### src/rtl/mem_handshake_seq_if.sv
// Bus bundle between the control unit, the memory-access sequencer and RAM.
// master = sequencer side, slave = CU/RAM side.
interface mem_handshake_seq_if #(
    parameter int unsigned DATA_W = 32,
    parameter int unsigned ADDR_W = 32
);
    logic                  i_req;
    logic                  i_rw;
    logic [1:0]            i_size;
    logic                  i_sx;
    logic [ADDR_W-1:0]     i_addr;
    logic [DATA_W-1:0]     i_wdata;
    logic                  i_moc;
    logic [DATA_W-1:0]     i_mem_rdata;
    logic                  o_mov;
    logic                  o_mem_rw;
    logic [ADDR_W-1:0]     o_mem_addr;
    logic [DATA_W-1:0]     o_mem_wdata;
    logic [DATA_W/8-1:0]   o_be;
    logic [DATA_W-1:0]     o_rdata;
    logic                  o_busy;
    logic                  o_done;
    logic                  o_err;
    logic [1:0]            o_err_code;

    modport master (
        input  i_req, i_rw, i_size, i_sx, i_addr, i_wdata, i_moc, i_mem_rdata,
        output o_mov, o_mem_rw, o_mem_addr, o_mem_wdata, o_be, o_rdata,
        output o_busy, o_done, o_err, o_err_code
    );

    modport slave (
        output i_req, i_rw, i_size, i_sx, i_addr, i_wdata, i_moc, i_mem_rdata,
        input  o_mov, o_mem_rw, o_mem_addr, o_mem_wdata, o_be, o_rdata,
        input  o_busy, o_done, o_err, o_err_code
    );
endinterface

### src/rtl/mem_handshake_seq.sv
// Memory-access sequencer: runs the 4-phase MOV/MOC handshake, builds byte enables,
// replicates write data and aligns/extends read data; flags misalignment and MOC timeout.
module mem_handshake_seq #(
    parameter int unsigned DATA_W  = 32,
    parameter int unsigned ADDR_W  = 32,
    parameter int unsigned TIMEOUT = 15
) (
    input  logic                i_clk,
    input  logic                i_clr,
    mem_handshake_seq_if.master bus
);
    localparam int unsigned LANES  = DATA_W / 8;
    localparam int unsigned LANE_W = $clog2(LANES);
    localparam int unsigned SH_W   = $clog2(DATA_W);
    localparam int unsigned CNT_W  = (TIMEOUT > 0) ? $clog2(TIMEOUT + 1) : 1;
    localparam logic [CNT_W-1:0] TO_CNT = CNT_W'(TIMEOUT);

    typedef enum logic [2:0] {StIdle, StAssert, StDone, StRelease, StErr} state_t;

    state_t                     r_state, w_state_next;
    logic                       r_rw;
    logic [1:0]                 r_size;
    logic                       r_sx;
    logic [ADDR_W-1:0]          r_addr;
    logic [LANES-1:0]           r_be;
    logic [DATA_W-1:0]          r_mem_wdata;
    logic [DATA_W-1:0]          r_rdata;
    logic [1:0]                 r_err_code;
    logic [CNT_W-1:0]           r_cnt;

    logic [3:0]                 w_bytes_in;
    logic [LANE_W-1:0]          w_lane_in;
    logic [LANE_W-1:0]          w_align_mask;
    logic                       w_size_ok;
    logic                       w_req_ok;
    logic [LANES-1:0]           w_be_in;
    logic [LANES-1:0][7:0]      w_wbytes;
    logic [DATA_W-1:0]          w_wdata_rep;
    logic [DATA_W-1:0]          w_rd_shift;
    logic [SH_W-1:0]            w_msb_idx;
    logic                       w_sign;
    logic [DATA_W-1:0]          w_rd_ext;
    logic                       w_timeout;

    // Request decode: lane, alignment and byte enables come straight from the CU inputs.
    assign w_bytes_in   = 4'd1 << bus.i_size;
    assign w_lane_in    = bus.i_addr[LANE_W-1:0];
    assign w_align_mask = LANE_W'(w_bytes_in - 4'd1);
    assign w_size_ok    = (bus.i_size != 2'b11) || (DATA_W == 64);
    assign w_req_ok     = w_size_ok && ((w_lane_in & w_align_mask) == '0);
    assign w_be_in      = LANES'((16'd1 << w_bytes_in) - 16'd1) << w_lane_in;
    assign w_wbytes     = bus.i_wdata;

    // Lane i takes source byte (i mod bytes), replicating the low access-sized chunk.
    always_comb begin
        w_wdata_rep = '0;
        for (int i = 0; i < LANES; i++) begin
            w_wdata_rep[8*i +: 8] = w_wbytes[LANE_W'(i) & w_align_mask];
        end
    end

    always_comb begin
        w_rd_shift = bus.i_mem_rdata >> {r_addr[LANE_W-1:0], 3'b000};
        unique case (r_size)
            2'b00:   w_msb_idx = SH_W'(7);
            2'b01:   w_msb_idx = SH_W'(15);
            2'b10:   w_msb_idx = SH_W'(31);
            default: w_msb_idx = SH_W'(DATA_W - 1);
        endcase
        w_sign = r_sx & w_rd_shift[w_msb_idx];
        w_rd_ext = '0;
        for (int i = 0; i < DATA_W; i++) begin
            w_rd_ext[i] = (i <= int'(w_msb_idx)) ? w_rd_shift[i] : w_sign;
        end
    end

    assign w_timeout = (TIMEOUT != 0) && (r_cnt == TO_CNT);

    always_comb begin
        w_state_next = r_state;
        unique case (r_state)
            StIdle:    if (bus.i_req) w_state_next = w_req_ok ? StAssert : StErr;
            StAssert: begin
                if (bus.i_moc)      w_state_next = StDone;
                else if (w_timeout) w_state_next = StErr;
            end
            StDone:    w_state_next = StRelease;
            StRelease: if (!bus.i_moc) w_state_next = StIdle;
            StErr:     w_state_next = StIdle;
            default:   w_state_next = StIdle;
        endcase
    end

    always_ff @(posedge i_clk or posedge i_clr) begin
        if (i_clr) r_state <= StIdle;
        else       r_state <= w_state_next;
    end

    always_ff @(posedge i_clk or posedge i_clr) begin
        if (i_clr) begin
            r_rw        <= 1'b0;
            r_size      <= 2'b00;
            r_sx        <= 1'b0;
            r_addr      <= '0;
            r_be        <= '0;
            r_mem_wdata <= '0;
            r_rdata     <= '0;
            r_err_code  <= 2'b00;
            r_cnt       <= '0;
        end else begin
            if (r_state == StIdle && bus.i_req) begin
                r_rw        <= bus.i_rw;
                r_size      <= bus.i_size;
                r_sx        <= bus.i_sx;
                r_addr      <= bus.i_addr;
                r_be        <= w_be_in;
                r_mem_wdata <= w_wdata_rep;
                r_err_code  <= w_req_ok ? 2'b00 : 2'b01;
                r_cnt       <= '0;
            end
            if (r_state == StAssert) begin
                if (bus.i_moc) begin
                    if (r_rw) r_rdata <= w_rd_ext;
                end else if (w_timeout) begin
                    r_err_code <= 2'b10;
                end else if (TIMEOUT != 0) begin
                    r_cnt <= r_cnt + 1'b1;
                end
            end
        end
    end

    // Handshake strobes decode the state register, so CLR drops them without a clock.
    assign bus.o_mov       = (r_state == StAssert);
    assign bus.o_busy      = (r_state != StIdle);
    assign bus.o_done      = (r_state == StDone);
    assign bus.o_err       = (r_state == StErr);
    assign bus.o_mem_rw    = r_rw;
    assign bus.o_mem_addr  = {r_addr[ADDR_W-1:LANE_W], {LANE_W{1'b0}}};
    assign bus.o_mem_wdata = r_mem_wdata;
    assign bus.o_be        = r_be;
    assign bus.o_rdata     = r_rdata;
    assign bus.o_err_code  = r_err_code;
endmodule
### src/flat_wrapper.sv
// flat-port wrapper written by rule: the top's interface ports become plain ports
module mem_handshake_seq_flat 
#(
    parameter int unsigned DATA_W  = 32,
    parameter int unsigned ADDR_W  = 32,
    parameter int unsigned TIMEOUT = 15
)
  (i_clk, i_clr, bus_i_req, bus_i_rw, bus_i_size, bus_i_sx, bus_i_addr, bus_i_wdata, bus_i_moc, bus_i_mem_rdata, bus_o_mov, bus_o_mem_rw, bus_o_mem_addr, bus_o_mem_wdata, bus_o_be, bus_o_rdata, bus_o_busy, bus_o_done, bus_o_err, bus_o_err_code);
  mem_handshake_seq_if #(.DATA_W(DATA_W), .ADDR_W(ADDR_W)) bus_i ();
  input  logic i_clk;
  input  logic i_clr;
  input wire logic [$bits(bus_i.i_req)-1:0] bus_i_req;
  input wire logic [$bits(bus_i.i_rw)-1:0] bus_i_rw;
  input wire logic [$bits(bus_i.i_size)-1:0] bus_i_size;
  input wire logic [$bits(bus_i.i_sx)-1:0] bus_i_sx;
  input wire logic [$bits(bus_i.i_addr)-1:0] bus_i_addr;
  input wire logic [$bits(bus_i.i_wdata)-1:0] bus_i_wdata;
  input wire logic [$bits(bus_i.i_moc)-1:0] bus_i_moc;
  input wire logic [$bits(bus_i.i_mem_rdata)-1:0] bus_i_mem_rdata;
  output wire logic [$bits(bus_i.o_mov)-1:0] bus_o_mov;
  output wire logic [$bits(bus_i.o_mem_rw)-1:0] bus_o_mem_rw;
  output wire logic [$bits(bus_i.o_mem_addr)-1:0] bus_o_mem_addr;
  output wire logic [$bits(bus_i.o_mem_wdata)-1:0] bus_o_mem_wdata;
  output wire logic [$bits(bus_i.o_be)-1:0] bus_o_be;
  output wire logic [$bits(bus_i.o_rdata)-1:0] bus_o_rdata;
  output wire logic [$bits(bus_i.o_busy)-1:0] bus_o_busy;
  output wire logic [$bits(bus_i.o_done)-1:0] bus_o_done;
  output wire logic [$bits(bus_i.o_err)-1:0] bus_o_err;
  output wire logic [$bits(bus_i.o_err_code)-1:0] bus_o_err_code;
  assign bus_i.i_req = bus_i_req;
  assign bus_i.i_rw = bus_i_rw;
  assign bus_i.i_size = bus_i_size;
  assign bus_i.i_sx = bus_i_sx;
  assign bus_i.i_addr = bus_i_addr;
  assign bus_i.i_wdata = bus_i_wdata;
  assign bus_i.i_moc = bus_i_moc;
  assign bus_i.i_mem_rdata = bus_i_mem_rdata;
  assign bus_o_mov = bus_i.o_mov;
  assign bus_o_mem_rw = bus_i.o_mem_rw;
  assign bus_o_mem_addr = bus_i.o_mem_addr;
  assign bus_o_mem_wdata = bus_i.o_mem_wdata;
  assign bus_o_be = bus_i.o_be;
  assign bus_o_rdata = bus_i.o_rdata;
  assign bus_o_busy = bus_i.o_busy;
  assign bus_o_done = bus_i.o_done;
  assign bus_o_err = bus_i.o_err;
  assign bus_o_err_code = bus_i.o_err_code;
  mem_handshake_seq #(.DATA_W(DATA_W), .ADDR_W(ADDR_W), .TIMEOUT(TIMEOUT)) u_core (.i_clk(i_clk), .i_clr(i_clr), .bus(bus_i));
endmodule
### config.mk
export PLATFORM = sky130hd
export DESIGN_NAME = mem_handshake_seq_flat
export DESIGN_NICKNAME = d
export VERILOG_FILES = /design/src/rtl/mem_handshake_seq_if.sv /design/src/rtl/mem_handshake_seq.sv /design/src/flat_wrapper.sv
export SDC_FILE = /design/constraint.sdc
export NUM_CORES = 1
export LEC_CHECK = 0
export ABC_AREA = 0
export BUFFER_PORTS_ARGS = -buffer_cell sky130_fd_sc_hd__clkbuf_2
export CAP_MARGIN = 20
export CORE_MARGIN = 3
export CORE_UTILIZATION = 46
export CTS_BUF_LIST = sky130_fd_sc_hd__clkbuf_16
export DETAILED_ROUTE_END_ITERATION = 8
export HOLD_SLACK_MARGIN = 0.02
export PLACE_DENSITY = 0.86
export SYNTH_ARGS = -nofsm -noshare
export SYNTH_HDL_FRONTEND = slang
export SYNTH_SLANG_ARGS = --single-unit
### constraint.sdc
create_clock -name i_clk -period 3.7 [get_ports i_clk]
set_input_delay 0.185 -clock i_clk [delete_from_list [all_inputs] [get_ports i_clk]]
set_output_delay 0.185 -clock i_clk [all_outputs]
set_load 0.02 [all_outputs]
==> report_table.html, run 1 <==
<table>
<tr><th>Metric</th><th>Value</th></tr>
<tr><th colspan="2">Synthesis</th></tr>
<tr><td>Synth warn</td><td>0</td></tr>
<tr><td>Post-synthesis cell type with the largest combined area</td><td>sky130_fd_sc_hd__dfrtp_1</td></tr>
<tr><td>Avg Synthesized Cell Area</td><td>9.20 µm²</td></tr>
<tr><td>Yosys top cell area share</td><td>0.505</td></tr>
<tr><td>Library cells used by synthesis</td><td>44</td></tr>
<tr><td>Number of cells produced by synthesis</td><td>609</td></tr>
<tr><td>Post-Synthesis Cell Area</td><td>5600 µm²</td></tr>
<tr><td>Proportion of synthesized chip area in sequential cells</td><td>0.505</td></tr>
<tr><td>Register bit count reported by yosys</td><td>113</td></tr>
<tr><td>Cell types occupying the most area after synthesis</td><td>sky130_fd_sc_hd__dfrtp_1 (50%), sky130_fd_sc_hd__nand2_1 (11%), sky130_fd_sc_hd__mux2i_1 (8.4%), sky130_fd_sc_hd__buf_4 (4.3%), sky130_fd_sc_hd__a21oi_1 (3.5%)</td></tr>
<tr><th colspan="2">Job</th></tr>
<tr><td>Number of violations of the max-capacitance limit</td><td>0</td></tr>
<tr><th colspan="2">Floorplan</th></tr>
<tr><td>Placeable core area</td><td>about 12,000 µm²</td></tr>
<tr><td>IO Pins</td><td>211</td></tr>
<tr><td>Number of core rows</td><td>39</td></tr>
<tr><td>Floorplan die height</td><td>between 100 and 150 µm</td></tr>
<tr><td>Effective utilization at floorplan</td><td>0.481</td></tr>
<tr><td>Die span in x</td><td>116 µm</td></tr>
<tr><td>Total die area</td><td>13,500 µm²</td></tr>
<tr><th colspan="2">Global routing</th></tr>
<tr><td>Initial antenna violation count</td><td>0</td></tr>
<tr><td>Wire length of the first global-routing pass</td><td>between 20,000 and 25,000 µm</td></tr>
<tr><td>Pin count of the biggest net entering global routing</td><td>65</td></tr>
<tr><td>Number of global-route vias before repair</td><td>4,811</td></tr>
<tr><td>Total global routing overflow</td><td>0</td></tr>
<tr><td>Tot GR Track Use</td><td>0.229</td></tr>
<tr><th colspan="2">Timing</th></tr>
<tr><td>Worst-case setup margin in the final layout</td><td>1.21 ns</td></tr>
<tr><td>Pins over their slew limit</td><td>0</td></tr>
<tr><td>Worst clock skew</td><td>around 0.010 ns</td></tr>
<tr><td>Normalized max-slew margin</td><td>0.343</td></tr>
<tr><td>Highest clock frequency the design can meet</td><td>about 0.4 GHz</td></tr>
<tr><td>Minimum period implied by the final worst setup slack</td><td>2.49 ns</td></tr>
<tr><td>Setup violations, final</td><td>0</td></tr>
<tr><td>Final critical-path share of the clock period</td><td>0.673</td></tr>
<tr><td>Final TNS setup</td><td>0 ns</td></tr>
<tr><td>Hold slack</td><td>0.0326 ns</td></tr>
<tr><td>Setup repair after global routing missed its margin</td><td>no</td></tr>
<tr><td>Final hold viol count</td><td>0</td></tr>
<tr><td>Slew at the pin closest to its max-slew limit</td><td>0.986 ns</td></tr>
<tr><th colspan="2">CTS</th></tr>
<tr><td>Number of clock sinks</td><td>113</td></tr>
<tr><td>Later-pin clock latency in the skew report</td><td>0.40 ns</td></tr>
<tr><td>Number of gates resized after CTS</td><td>0</td></tr>
<tr><td>Clk root buf</td><td>sky130_fd_sc_hd__clkbuf_16</td></tr>
<tr><td>Maximum clock insertion buffer count</td><td>2</td></tr>
<tr><td>H-tree depth reported by CTS</td><td>4</td></tr>
<tr><td>CTS tree</td><td>built</td></tr>
<tr><td>Inserted Clock Buffers</td><td>17</td></tr>
<tr><td>Clock transition time at the flip-flop clock pins of the worst setup and hold paths</td><td>roughly 0.050 ns</td></tr>
<tr><th colspan="2">Hold path</th></tr>
<tr><td>Kind of path behind the tightest hold check</td><td>in2reg</td></tr>
<tr><th colspan="2">Placement</th></tr>
<tr><td>Gp weighted congestion</td><td>0.908</td></tr>
<tr><td>Placed cell count</td><td>891</td></tr>
<tr><td>Worst slack after detailed placement</td><td>between 1 and 1.5 ns</td></tr>
<tr><td>Detailed-placement wirelength estimate</td><td>10,900 µm</td></tr>
<tr><td>Count of buffers from port buffering</td><td>around 210</td></tr>
<tr><th colspan="2">Worst setup path</th></tr>
<tr><td>Data arrival at the endpoint of the critical path</td><td>about 2.7 ns</td></tr>
<tr><td>Category of the critical setup timing path</td><td>reg2reg</td></tr>
<tr><td>Critical path endpoint category</td><td>flop</td></tr>
<tr><td>Required arrival time at the worst endpoint</td><td>3.95 ns</td></tr>
<tr><td>Startpoint kind of the worst setup timing path</td><td>flop</td></tr>
<tr><td>Critical-path maximum fanout</td><td>27</td></tr>
<tr><th colspan="2">Drt</th></tr>
<tr><td>Max Used Layer</td><td>met4</td></tr>
<tr><td>Wire length after detailed routing</td><td>15,700 µm</td></tr>
<tr><td>Number of antenna-violating nets in the routed design</td><td>0</td></tr>
<tr><td>DR WL met3</td><td>roughly 1300 µm</td></tr>
<tr><td>Count of TritonRoute iterations in the first routing pass</td><td>4</td></tr>
<tr><td>Met2 WL post-DR</td><td>7650 µm</td></tr>
<tr><td>Number of DRC markers in iteration 0</td><td>437</td></tr>
<tr><td>WL/cell</td><td>16.4 µm</td></tr>
<tr><td>Total number of vias</td><td>5,065</td></tr>
<tr><td>DRC viols</td><td>0</td></tr>
<tr><td>Wl on met1</td><td>around 6400 µm</td></tr>
<tr><td>Routed via count divided by cell count</td><td>5.29</td></tr>
<tr><th colspan="2">Power</th></tr>
<tr><td>Ratio of total power to cell area</td><td>887 nW/µm²</td></tr>
<tr><td>Leakage component of the power</td><td>3.83 nW</td></tr>
<tr><td>Peak supply drop</td><td>385 µV</td></tr>
<tr><th colspan="2">Finish</th></tr>
<tr><td>Area Overhead vs Synth</td><td>31.2%</td></tr>
<tr><td>Number of cells in the finished layout apart from fillers</td><td>958</td></tr>
<tr><td>Final-stage net count</td><td>907</td></tr>
<tr><td>Fraction of final layout cells sized beyond drive strength 1</td><td>0.319</td></tr>
<tr><th colspan="2">Outcome</th></tr>
<tr><td>Outcome</td><td>complete, no violations</td></tr>
</table>
## cell usage in the layout (no fill, tap or decap), drive strengths merged, types with 2 or more instances in the layout
cell type and instances:
clkbuf 225, nand2 164, dfrtp 113, mux2i 47, nor2 42, a21oi 39
dlygate4sd3 35, o21ai 35, o22ai 18, nor2b 11, mux2 9, a211oi 7
o2bb2ai 7, clkinv 7, buf 6, nor3 4, clkinvlp 4, inv 4
nand2b 3, nor3b 3, and2 3, or2 2, a21o 2, a22o 2
o31ai 2, conb 2, bufinv 2, a221oi 2
## per-stage QoR
stage / total power (W) / cell area [µm²] / utilization
3_3_place_gp: 0.00487 / 6450 / 0.553
2_1_floorplan: 0.00426 / 5610 / -
5_1_grt: 0.00694 / 7350 / 0.630
6_report: 0.00652 / 7350 / 0.631
4_1_cts: 0.00654 / 7350 / 0.630
3_5_place_dp: 0.00497 / 6450 / 0.553
## final timing paths
check	endpoint	slack, ns	startpoint	cells past startpoint
min in group asynchronous	u_core.bus.o_mem_wdata[25]$_DFFE_PP0P_	0.43	i_clr	3
max in group asynchronous	u_core.r_addr[22]$_DFFE_PP0P_	2.40	i_clr	4
worst max-delay path	u_core.bus.o_rdata[13]$_DFFE_PP0P_	1.21	u_core.r_addr[1]$_DFFE_PP0P_	4
worst min register to register	u_core.r_addr[29]$_DFFE_PP0P_	0.47	u_core.r_addr[29]$_DFFE_PP0P_	2
worst min-delay path	u_core.bus.o_mem_wdata[7]$_DFFE_PP0P_	0.03	bus_i_wdata[7]	3
worst max register to register	u_core.bus.o_rdata[13]$_DFFE_PP0P_	1.21	u_core.r_addr[1]$_DFFE_PP0P_	4
## flip-flops by register name, indices dropped and copies added (netlist names)
signal	flops
u_core.bus.o_be	4
u_core.bus.o_err_code	2
u_core.bus.o_mem_rw	1
u_core.bus.o_mem_wdata	32
u_core.bus.o_rdata	32
u_core.r_addr	32
u_core.r_cnt	4
u_core.r_size	2
u_core.r_state	3
u_core.r_sx	1
## synth_stat cells
| cell | n |
|---|---|
| sky130_fd_sc_hd__a31oi_1 | 1 |
| sky130_fd_sc_hd__o2bb2ai_1 | 7 |
| sky130_fd_sc_hd__o22ai_1 | 18 |
| sky130_fd_sc_hd__dfrtp_1 | 113 |
| sky130_fd_sc_hd__a221oi_4 | 1 |
| sky130_fd_sc_hd__buf_1 | 5 |
| sky130_fd_sc_hd__o21bai_1 | 1 |
| sky130_fd_sc_hd__a22o_1 | 2 |
| sky130_fd_sc_hd__a211oi_1 | 7 |
| sky130_fd_sc_hd__nor3b_1 | 3 |
| sky130_fd_sc_hd__ha_1 | 1 |
| sky130_fd_sc_hd__and2_1 | 3 |
| sky130_fd_sc_hd__buf_2 | 11 |
| sky130_fd_sc_hd__a221oi_2 | 1 |
| sky130_fd_sc_hd__nor3_1 | 4 |
| sky130_fd_sc_hd__nor2_2 | 1 |
| sky130_fd_sc_hd__nand2_1 | 164 |
| sky130_fd_sc_hd__mux4_2 | 1 |
| sky130_fd_sc_hd__buf_6 | 2 |
| sky130_fd_sc_hd__nor4bb_1 | 1 |
| sky130_fd_sc_hd__mux2_2 | 9 |
| sky130_fd_sc_hd__mux2i_1 | 47 |
| sky130_fd_sc_hd__o21ai_0 | 33 |
| sky130_fd_sc_hd__nand4b_1 | 1 |
| sky130_fd_sc_hd__a21oi_1 | 39 |
| sky130_fd_sc_hd__nand2b_1 | 3 |
| sky130_fd_sc_hd__o21a_1 | 1 |
| sky130_fd_sc_hd__or4b_1 | 1 |
| sky130_fd_sc_hd__o21ai_1 | 2 |
| sky130_fd_sc_hd__nor4b_1 | 1 |
| sky130_fd_sc_hd__nand3_1 | 1 |
| sky130_fd_sc_hd__and3_1 | 1 |
| sky130_fd_sc_hd__clkbuf_1 | 26 |
| sky130_fd_sc_hd__nor2_1 | 41 |
| sky130_fd_sc_hd__conb_1 | 1 |
| sky130_fd_sc_hd__o31ai_1 | 2 |
| sky130_fd_sc_hd__or3_1 | 1 |
| sky130_fd_sc_hd__inv_1 | 3 |
| sky130_fd_sc_hd__or2_2 | 2 |
| sky130_fd_sc_hd__nor2b_1 | 11 |
| sky130_fd_sc_hd__a211o_1 | 1 |
| sky130_fd_sc_hd__and4bb_2 | 1 |
| sky130_fd_sc_hd__buf_4 | 32 |
| sky130_fd_sc_hd__a21o_1 | 2 |
## logic make-up (layout without fill, tap and decap cells)
logic type,count (synthesis),in the layout,synth area share
other,1,3,0.000669
adders and majority gates,1,1,0.00223
and+or+nand+nor,240,240,0.179
AOI/OAI and AO/OA,118,118,0.128
DFF,113,113,0.505
buffers and inverters,79,283,0.0795
muxes,57,57,0.106
## routing by layer
metal / vias up / GRT usage
met4: 0 / 0.0897
li1: 2406 / -
met2: 232 / 0.368
met3: 31 / 0.0767
met5: - / 0
met1: 2396 / 0.287
## worst max-delay path, cell delays in order (launching register included)
cell	delay, ns
sky130_fd_sc_hd__dfrtp_1	0.98
sky130_fd_sc_hd__nand2b_1	0.39
sky130_fd_sc_hd__nor2_2	0.17
sky130_fd_sc_hd__a221oi_2	0.59
sky130_fd_sc_hd__o22ai_1	0.20
## timing repair
item | in CTS | in global routing
hold endpoints to repair | 79 | 0
buffers inserted | 0 | 0
hold buffers | 35 | 0
endpoints found under the setup margin | 0 | 0
## power by group
part           internal [W]  switching (W)  leakage (nW)
Sequential          0.00180       0.000419          1.40
Combinational      0.000966        0.00181          2.16
Clock              0.000968       0.000549         0.264
## area by class of cell
cell class | count | area [µm²]
well taps | 143 | 179
fillers | 953 | 4310
repair buffers | 249 | 1440
clock buffers | 17 | 425
clock inverters | 14 | 125
multi-input cells | 418 | 2340
diodes | 1 | 2.50
inverters | 3 | 13.8
flip-flops and latches | 113 | 2830
(Power assumes the default switching activity.)
==> inputs of run 2 (changes only) <==
--- a/config.mk
+++ b/config.mk
@@ -9,11 +9,11 @@
 export BUFFER_PORTS_ARGS = -buffer_cell sky130_fd_sc_hd__clkbuf_2
 export CAP_MARGIN = 20
 export CORE_MARGIN = 3
-export CORE_UTILIZATION = 46
+export CORE_UTILIZATION = 45
 export CTS_BUF_LIST = sky130_fd_sc_hd__clkbuf_16
 export DETAILED_ROUTE_END_ITERATION = 8
 export HOLD_SLACK_MARGIN = 0.02
-export PLACE_DENSITY = 0.86
+export PLACE_DENSITY = 0.87
 export SYNTH_ARGS = -nofsm -noshare
 export SYNTH_HDL_FRONTEND = slang
 export SYNTH_SLANG_ARGS = --single-unit
==> constraint.sdc (replaced) <==
create_clock -name i_clk -period 2.2 [get_ports i_clk]
set_input_delay 0.11 -clock i_clk [delete_from_list [all_inputs] [get_ports i_clk]]
set_output_delay 0.11 -clock i_clk [all_outputs]
set_load 0.02 [all_outputs]
==> run 2 against run 1 <==
  * Non-clock buffer count up 40
  * Critical path depth up 1
  * Worst setup slack worse by 0.93 ns
  * Core utilization is 1.5 points higher
  * Via count rose by 8.5%
  * Clock power rose by 70%
  * Largest cell class unchanged
  * Design area up 6.3%
  * Total power grew 73%
  * Clock skew barely moved
  * Register-to-register slack got worse by 0.93 ns
  * Sequential cell count is the same
  * Sequential share of layout area down 2.3 points
==> report_table.html, run 2 (synthesis results as in run 1) <==
<table>
<tr><th>Metric</th><th>Value</th></tr>
<tr><th colspan="2">CTS</th></tr>
<tr><td>CTS tree</td><td>built</td></tr>
<tr><td>H-tree depth reported by CTS</td><td>4 (unchanged)</td></tr>
<tr><td>Number of clock sinks</td><td>113 (unchanged)</td></tr>
<tr><td>Maximum clock insertion buffer count</td><td>2 (unchanged)</td></tr>
<tr><td>Clk root buf</td><td>sky130_fd_sc_hd__clkbuf_16</td></tr>
<tr><td>Later-pin clock latency in the skew report</td><td>0.41 ns (about the same)</td></tr>
<tr><td>Inserted Clock Buffers</td><td>17 (unchanged)</td></tr>
<tr><td>Clock transition time at the flip-flop clock pins of the worst setup and hold paths</td><td>0.06 ns (about the same)</td></tr>
<tr><th colspan="2">Drt</th></tr>
<tr><td>Count of TritonRoute iterations in the first routing pass</td><td>5 (+1)</td></tr>
<tr><td>Wire length after detailed routing</td><td>17,900 µm (+14%)</td></tr>
<tr><td>Number of DRC markers in iteration 0</td><td>503 (+15%)</td></tr>
<tr><td>Routed via count divided by cell count</td><td>5.37 (+1.6%)</td></tr>
<tr><td>Number of antenna-violating nets in the routed design</td><td>0 (unchanged)</td></tr>
<tr><td>Total number of vias</td><td>5,496 (+8.5%)</td></tr>
<tr><td>WL/cell</td><td>17.5 µm (+6.5%)</td></tr>
<tr><td>DRC viols</td><td>0 (unchanged)</td></tr>
<tr><th colspan="2">Finish</th></tr>
<tr><td>Area Overhead vs Synth</td><td>39.5%</td></tr>
<tr><td>Antenna cells</td><td>0 (-1)</td></tr>
<tr><td>Fraction of final layout cells sized beyond drive strength 1</td><td>0.313 (-0.00596)</td></tr>
<tr><td>Filler cells</td><td>947 (-0.63%)</td></tr>
<tr><td>Number of cells in the finished layout apart from fillers</td><td>1,023 (+6.8%)</td></tr>
<tr><td>Most frequent standard cell in the layout excluding fill and tap cells</td><td>sky130_fd_sc_hd__clkbuf_2</td></tr>
<tr><td>Commonest non-fill, non-tap cells in the layout</td><td>sky130_fd_sc_hd__clkbuf_2 (208), sky130_fd_sc_hd__nand2_1 (163), sky130_fd_sc_hd__dfrtp_1 (113)</td></tr>
<tr><td>Final-stage net count</td><td>947 (+4.4%)</td></tr>
<tr><th colspan="2">Floorplan</th></tr>
<tr><td>Total die area</td><td>13,800 µm² (+2.1%)</td></tr>
<tr><td>Number of core rows</td><td>40 (+2.6%)</td></tr>
<tr><td>Die span in x</td><td>118 µm (+1.0%)</td></tr>
<tr><td>Effective utilization at floorplan</td><td>0.463 (-0.0178)</td></tr>
<tr><td>Floorplan die height</td><td>118 µm (+1.0%)</td></tr>
<tr><td>Placeable core area</td><td>12,100 µm² (+3.9%)</td></tr>
<tr><td>IO Pins</td><td>211 (unchanged)</td></tr>
<tr><th colspan="2">Worst setup path</th></tr>
<tr><td>Slowest library cell on the worst path</td><td>sky130_fd_sc_hd__dfrtp_1</td></tr>
<tr><td>CP max stage delay</td><td>0.47 ns (-0.51 ns)</td></tr>
<tr><td>Count of buffering cells on the critical path with inverters included</td><td>1 (+1)</td></tr>
<tr><td>Data arrival at the endpoint of the critical path</td><td>2.18 ns (-0.56 ns)</td></tr>
<tr><td>Cell-by-cell trace of the critical path</td><td>nor3_1, nand2_4, buf_4, nand2_1, o21ai_0</td></tr>
<tr><td>Critical path endpoint category</td><td>flop</td></tr>
<tr><td>Beginning of the worst register-to-register path</td><td>u_core.r_state[0]$_DFFE_PP0P_</td></tr>
<tr><td>Critical-path maximum fanout</td><td>38 (+41%)</td></tr>
<tr><td>Required arrival time at the worst endpoint</td><td>2.46 ns (-1.49 ns)</td></tr>
<tr><td>Startpoint kind of the worst setup timing path</td><td>flop</td></tr>
<tr><td>Cell family with most CP delay</td><td>simple AND/OR/NAND/NOR gates</td></tr>
<tr><td>Beginning of the critical path</td><td>u_core.r_state[0]$_DFFE_PP0P_</td></tr>
<tr><td>Category of the critical setup timing path</td><td>reg2reg</td></tr>
<tr><th colspan="2">Timing</th></tr>
<tr><td>Normalized max-slew margin</td><td>0.530 (+0.187)</td></tr>
<tr><td>Highest clock frequency the design can meet</td><td>0.520 GHz (+29%)</td></tr>
<tr><td>Setup violations, final</td><td>0 (unchanged)</td></tr>
<tr><td>Final TNS setup</td><td>0 ns (unchanged)</td></tr>
<tr><td>Final critical-path share of the clock period</td><td>0.874 (+0.201)</td></tr>
<tr><td>Worst-case setup margin in the final layout</td><td>0.278 ns (-0.933 ns)</td></tr>
<tr><td>Slew at the pin closest to its max-slew limit</td><td>0.704 ns (-0.282 ns)</td></tr>
<tr><td>Worst clock skew</td><td>0.0101 ns (-0.000173 ns)</td></tr>
<tr><td>Setup repair after global routing missed its margin</td><td>no</td></tr>
<tr><td>Minimum period implied by the final worst setup slack</td><td>1.92 ns (-0.567 ns)</td></tr>
<tr><td>Pins over their slew limit</td><td>0 (unchanged)</td></tr>
<tr><td>Final hold viol count</td><td>0 (unchanged)</td></tr>
<tr><th colspan="2">Placement</th></tr>
<tr><td>Detailed-placement wirelength estimate</td><td>11,100 µm (+1.4%)</td></tr>
<tr><td>Placed cell count</td><td>924 (+3.7%)</td></tr>
<tr><td>Gp weighted congestion</td><td>0.900 (-0.84%)</td></tr>
<tr><td>Count of buffers from port buffering</td><td>208 (unchanged)</td></tr>
<tr><td>Worst slack after detailed placement</td><td>0.344 ns (-0.914 ns)</td></tr>
<tr><th colspan="2">Power</th></tr>
<tr><td>Peak supply drop</td><td>844 µV (+120%)</td></tr>
<tr><td>Ratio of total power to cell area</td><td>1440 nW/µm² (+63%)</td></tr>
<tr><td>Total design power</td><td>0.0113 W (+73%)</td></tr>
<tr><td>Leakage component of the power</td><td>4.02 nW (+5.1%)</td></tr>
<tr><th colspan="2">Global routing</th></tr>
<tr><td>Tot GR Track Use</td><td>0.256 (+0.0271)</td></tr>
<tr><td>Pin count of the biggest net entering global routing</td><td>50 (-23%)</td></tr>
<tr><td>Total global routing overflow</td><td>0 (unchanged)</td></tr>
<tr><td>Number of global-route vias before repair</td><td>5,533 (+15%)</td></tr>
<tr><td>Initial antenna violation count</td><td>0 (unchanged)</td></tr>
<tr><td>Wire length of the first global-routing pass</td><td>28,400 µm (+18%)</td></tr>
<tr><th colspan="2">Job</th></tr>
<tr><td>Number of violations of the max-capacitance limit</td><td>0 (unchanged)</td></tr>
<tr><th colspan="2">Hold path</th></tr>
<tr><td>Kind of path behind the tightest hold check</td><td>in2reg</td></tr>
<tr><td>Origin of the worst min-delay path</td><td>bus_i_mem_rdata[30]</td></tr>
<tr><th colspan="2">Outcome</th></tr>
<tr><td>Outcome</td><td>complete, no violations</td></tr>
</table>
==> run 2: what timing repair did <==
item / 4_1_cts / 5_1_grt
gates resized for setup: 0 / 0
hold endpoints to repair: 97 / 0
endpoints found under the setup margin: 0 / 0
hold buffers: 67 / 0
setup buffers: 0 / 0
==> run 2: layout make-up <==
class / instances / area (µm²) / share of cell area
clock buffers: 17 / 425 / 0.0544
clock inverters: 15 / 129 / 0.0165
inverters: 3 / 15.0 / 0.00192
multi-input cells: 418 / 2340 / 0.300
flip-flops and latches: 113 / 2830 / 0.362
well taps: 168 / 210 / 0.0269
repair buffers: 289 / 1870 / 0.239
==> run 2: power by group <==
part	switching (W)	internal [W]
clock network	0.000962	0.00163
registers	0.000642	0.00304
logic	0.00325	0.00175
total	0.00485	0.00642
==> run 2: metal layers <==
metal  track usage  wire length (µm)  share of wire  up-vias
li1              -                 -              -     2494
met1         0.298              6730           0.38     2593
met2         0.434              8820           0.49      346
met3        0.0716              1580          0.088       63
met4         0.133               748          0.042        0
met5             0                 0              0        -
==> run 2: through the flow <==
stage	area, µm²	hold slack (ns)	utilization
global placement	6590	0.239	0.544
floorplan	5610	0.208	-
global route	7820	0.0441	0.645
CTS	7820	0.0233	0.645
finish	7820	0.0628	0.645
detailed placement	6590	0.250	0.544
==> run 2: path summary, 6_finish.rpt <==
| path | depth (start not counted) | slack (ns) | endpoint |
|---|---|---|---|
| max | 5 | 0.28 | u_core.bus.o_mem_wdata[25]$_DFFE_PP0P_ |
| min | 3 | 0.06 | u_core.bus.o_rdata[30]$_DFFE_PP0P_ |
| max reg2reg | 5 | 0.28 | u_core.bus.o_mem_wdata[25]$_DFFE_PP0P_ |
| min reg2reg | 2 | 0.47 | u_core.bus.o_mem_wdata[6]$_DFFE_PP0P_ |
| max in group asynchronous | 4 | 1.16 | u_core.bus.o_be[0]$_DFFE_PP0P_ |
| min in group asynchronous | 3 | 0.36 | u_core.r_addr[28]$_DFFE_PP0P_ |
==> run 2: worst register-to-register path, cell delays in order (launching register included) <==
cell,delay [ns]
sky130_fd_sc_hd__dfrtp_1,0.47
sky130_fd_sc_hd__nor3_1,0.47
sky130_fd_sc_hd__nand2_4,0.24
sky130_fd_sc_hd__buf_4,0.31
sky130_fd_sc_hd__nand2_1,0.14
sky130_fd_sc_hd__o21ai_0,0.14
==> inputs of run 3 (changes only) <==
--- a/config.mk
+++ b/config.mk
@@ -9,11 +9,11 @@
 export BUFFER_PORTS_ARGS = -buffer_cell sky130_fd_sc_hd__clkbuf_2
 export CAP_MARGIN = 20
 export CORE_MARGIN = 3
-export CORE_UTILIZATION = 45
+export CORE_UTILIZATION = 30
 export CTS_BUF_LIST = sky130_fd_sc_hd__clkbuf_16
 export DETAILED_ROUTE_END_ITERATION = 8
 export HOLD_SLACK_MARGIN = 0.02
-export PLACE_DENSITY = 0.87
+export PLACE_DENSITY_LB_ADDON = 0.2
 export SYNTH_ARGS = -nofsm -noshare
 export SYNTH_HDL_FRONTEND = slang
 export SYNTH_SLANG_ARGS = --single-unit
==> run 3 against run 2 <==
  * Critical path depth is the same
  * Via count shrank 8.8%
  * Die area grew 47%
  * Total power grew 1.0%
  * Fmax shrank 0.41%
  * Critical path type unchanged
  * Sequential cell count is the same
  * Routed wire length shrank 8.2%
==> report_table.html, run 3 (synthesis results as in run 1) <==
<table>
<tr><th>Metric</th><th>Value</th></tr>
<tr><th colspan="2">Timing</th></tr>
<tr><td>Highest clock frequency the design can meet</td><td>0.518 GHz (-0.41%)</td></tr>
<tr><td>Worst clock skew</td><td>0.00874 ns (-0.00140 ns)</td></tr>
<tr><td>Setup repair after global routing missed its margin</td><td>no</td></tr>
<tr><td>Pins over their slew limit</td><td>0 (unchanged)</td></tr>
<tr><td>Normalized max-slew margin</td><td>0.577 (+0.0471)</td></tr>
<tr><td>Final critical-path share of the clock period</td><td>0.877 (+0.00364)</td></tr>
<tr><td>Setup violations, final</td><td>0 (unchanged)</td></tr>
<tr><td>Final hold viol count</td><td>0 (unchanged)</td></tr>
<tr><td>Slew at the pin closest to its max-slew limit</td><td>0.635 ns (-0.0691 ns)</td></tr>
<tr><td>Worst-case setup margin in the final layout</td><td>0.270 ns (-0.00800 ns)</td></tr>
<tr><td>Minimum period implied by the final worst setup slack</td><td>1.93 ns (+0.00800 ns)</td></tr>
<tr><td>Final TNS setup</td><td>0 ns (unchanged)</td></tr>
<tr><th colspan="2">Finish</th></tr>
<tr><td>Antenna cells</td><td>0 (unchanged)</td></tr>
<tr><td>Number of cells in the finished layout apart from fillers</td><td>1,084 (+6.0%)</td></tr>
<tr><td>Sequential standard cell area</td><td>2830 µm² (unchanged)</td></tr>
<tr><td>Most frequent standard cell in the layout excluding fill and tap cells</td><td>sky130_fd_sc_hd__clkbuf_2</td></tr>
<tr><td>Final-stage net count</td><td>947 (unchanged)</td></tr>
<tr><td>Area Overhead vs Synth</td><td>42.1%</td></tr>
<tr><td>Fraction of final layout cells sized beyond drive strength 1</td><td>0.315 (+0.00117)</td></tr>
<tr><td>Filler cells</td><td>1,782 (+88%)</td></tr>
<tr><td>Commonest non-fill, non-tap cells in the layout</td><td>sky130_fd_sc_hd__clkbuf_2 (208), sky130_fd_sc_hd__nand2_1 (163), sky130_fd_sc_hd__dfrtp_1 (113)</td></tr>
<tr><td>Utilization after layout</td><td>0.439 (-0.207)</td></tr>
<tr><td>Multi-input logic area</td><td>2340 µm² (unchanged)</td></tr>
<tr><th colspan="2">CTS</th></tr>
<tr><td>Inserted Clock Buffers</td><td>17 (unchanged)</td></tr>
<tr><td>Clock transition time at the flip-flop clock pins of the worst setup and hold paths</td><td>0.05 ns (about the same)</td></tr>
<tr><td>Later-pin clock latency in the skew report</td><td>0.40 ns (about the same)</td></tr>
<tr><td>Number of gates resized after CTS</td><td>0 (unchanged)</td></tr>
<tr><td>Hold Buf Count CTS</td><td>69 (+3.0%)</td></tr>
<tr><td>Number of clock sinks</td><td>113 (unchanged)</td></tr>
<tr><td>Maximum clock insertion buffer count</td><td>2 (unchanged)</td></tr>
<tr><td>CTS tree</td><td>built</td></tr>
<tr><td>Clk root buf</td><td>sky130_fd_sc_hd__clkbuf_16</td></tr>
<tr><td>H-tree depth reported by CTS</td><td>4 (unchanged)</td></tr>
<tr><td>Post-CTS setup repair buffer count</td><td>0 (unchanged)</td></tr>
<tr><th colspan="2">Drt</th></tr>
<tr><td>DRC viols</td><td>0 (unchanged)</td></tr>
<tr><td>Total number of vias</td><td>5,010 (-8.8%)</td></tr>
<tr><td>Wire length after detailed routing</td><td>16,400 µm (-8.2%)</td></tr>
<tr><td>Routed via count divided by cell count</td><td>4.62 (-14%)</td></tr>
<tr><td>Count of TritonRoute iterations in the first routing pass</td><td>5 (unchanged)</td></tr>
<tr><td>Number of antenna-violating nets in the routed design</td><td>0 (unchanged)</td></tr>
<tr><td>Number of DRC markers in iteration 0</td><td>242 (-52%)</td></tr>
<tr><td>WL/cell</td><td>15.1 µm (-13%)</td></tr>
<tr><th colspan="2">Global routing</th></tr>
<tr><td>Number of global-route vias before repair</td><td>5,137 (-7.2%)</td></tr>
<tr><td>Pin count of the biggest net entering global routing</td><td>114 (+130%)</td></tr>
<tr><td>Tot GR Track Use</td><td>0.162 (-0.0944)</td></tr>
<tr><td>Initial antenna violation count</td><td>0 (unchanged)</td></tr>
<tr><td>Wire length of the first global-routing pass</td><td>26,400 µm (-6.8%)</td></tr>
<tr><td>Total global routing overflow</td><td>0 (unchanged)</td></tr>
<tr><th colspan="2">Floorplan</th></tr>
<tr><td>Placeable core area</td><td>18,100 µm² (+50%)</td></tr>
<tr><td>Effective utilization at floorplan</td><td>0.309 (-0.154)</td></tr>
<tr><td>Die span in x</td><td>143 µm (+21%)</td></tr>
<tr><td>Floorplan die height</td><td>143 µm (+21%)</td></tr>
<tr><td>Total die area</td><td>20,400 µm² (+47%)</td></tr>
<tr><td>IO Pins</td><td>211 (unchanged)</td></tr>
<tr><td>Number of core rows</td><td>49 (+23%)</td></tr>
<tr><th colspan="2">Worst setup path</th></tr>
<tr><td>Data arrival at the endpoint of the critical path</td><td>2.20 ns (+0.02 ns)</td></tr>
<tr><td>Category of the critical setup timing path</td><td>reg2reg</td></tr>
<tr><td>Required arrival time at the worst endpoint</td><td>2.47 ns (about the same)</td></tr>
<tr><td>Critical-path maximum fanout</td><td>16 (-58%)</td></tr>
<tr><td>Critical path endpoint category</td><td>flop</td></tr>
<tr><td>Startpoint kind of the worst setup timing path</td><td>flop</td></tr>
<tr><th colspan="2">Power</th></tr>
<tr><td>Proportion of power drawn by combinational gates</td><td>0.428 (-0.016)</td></tr>
<tr><td>Share of total power in the clock network</td><td>0.253 (+0.023)</td></tr>
<tr><td>Switching power summed over all nets</td><td>0.00472 W (-2.7%)</td></tr>
<tr><td>Internal power</td><td>0.00666 W (+3.8%)</td></tr>
<tr><td>Peak supply drop</td><td>595 µV (-29%)</td></tr>
<tr><td>Sequential group share of total power</td><td>0.320 (-0.006)</td></tr>
<tr><td>Ratio of total power to cell area</td><td>1430 nW/µm² (-0.83%)</td></tr>
<tr><td>Switching portion of total power</td><td>0.415 (-0.0159)</td></tr>
<tr><td>Leakage component of the power</td><td>4.04 nW (+0.48%)</td></tr>
<tr><th colspan="2">Hold path</th></tr>
<tr><td>Kind of path behind the tightest hold check</td><td>in2reg</td></tr>
<tr><th colspan="2">Job</th></tr>
<tr><td>Number of violations of the max-capacitance limit</td><td>0 (unchanged)</td></tr>
<tr><th colspan="2">Outcome</th></tr>
<tr><td>Outcome</td><td>complete, no violations</td></tr>
<tr><th colspan="2">Placement</th></tr>
<tr><td>Placed cell count</td><td>983 (+6.4%)</td></tr>
<tr><td>Worst slack after detailed placement</td><td>0.258 ns (-0.0856 ns)</td></tr>
<tr><td>Detailed-placement wirelength estimate</td><td>11,200 µm (+0.68%)</td></tr>
<tr><td>Count of buffers from port buffering</td><td>208 (unchanged)</td></tr>
<tr><td>Gp weighted congestion</td><td>0.767 (-15%)</td></tr>
</table>
[run 3: final timing paths]
path,cells past startpoint,to,slack [ns],from
min,2,u_core.bus.o_be[0]$_DFFE_PP0P_,0.04,bus_i_addr[0]
max reg2reg,5,u_core.bus.o_rdata[31]$_DFFE_PP0P_,0.27,u_core.r_addr[0]$_DFFE_PP0P_
max,5,u_core.bus.o_rdata[31]$_DFFE_PP0P_,0.27,u_core.r_addr[0]$_DFFE_PP0P_
max in group asynchronous,4,u_core.bus.o_rdata[31]$_DFFE_PP0P_,1.30,i_clr
min in group asynchronous,4,u_core.r_addr[9]$_DFFE_PP0P_,0.44,i_clr
min reg2reg,2,u_core.r_addr[8]$_DFFE_PP0P_,0.47,u_core.r_addr[8]$_DFFE_PP0P_
[run 3: final cells by class]
| type | count | area share |
|---|---|---|
| inverter | 3 | 0.00189 |
| clock buffer | 17 | 0.0534 |
| timing repair buffer | 289 | 0.235 |
| tap | 229 | 0.0360 |
| multi-input combinational | 418 | 0.294 |
| clock inverter | 15 | 0.0240 |
| sequential | 113 | 0.355 |
[run 3: per-stage QoR]
| step | instance area, µm² | hold slack [ns] | power, W |
|---|---|---|---|
| global route | 7960 | 0.0286 | 0.0122 |
| global placement | 6650 | 0.303 | 0.00847 |
| finish | 7960 | 0.0366 | 0.0114 |
| CTS | 7960 | 0.0237 | 0.0115 |
| floorplan | 5610 | 0.208 | 0.00717 |
| detailed placement | 6650 | 0.303 | 0.00850 |
[run 3: per-layer routing]
layer	vias to the layer above	share of wire	track usage
met5	-	0	0
met4	0	0.017	0.0505
met3	15	0.076	0.0566
met2	186	0.46	0.252
met1	2320	0.45	0.213
li1	2489	-	-
[run 3: power groups by stage]
stage	clock network (W)	logic (W)	registers [W]
6_report	0.00287	0.00487	0.00364
5_1_grt	0.00305	0.00538	0.00378
4_1_cts	0.00295	0.00493	0.00365
3_5_place_dp	0	0.00484	0.00366
3_3_place_gp	0	0.00482	0.00365
2_1_floorplan	0	0.00293	0.00424
[run 3: critical path: stages (launching register included)]
cell and delay (ns):
sky130_fd_sc_hd__dfrtp_1 0.51, sky130_fd_sc_hd__mux4_2 0.59, sky130_fd_sc_hd__and2_1 0.19, sky130_fd_sc_hd__a221oi_4 0.18, sky130_fd_sc_hd__buf_4 0.25, sky130_fd_sc_hd__o22ai_1 0.10
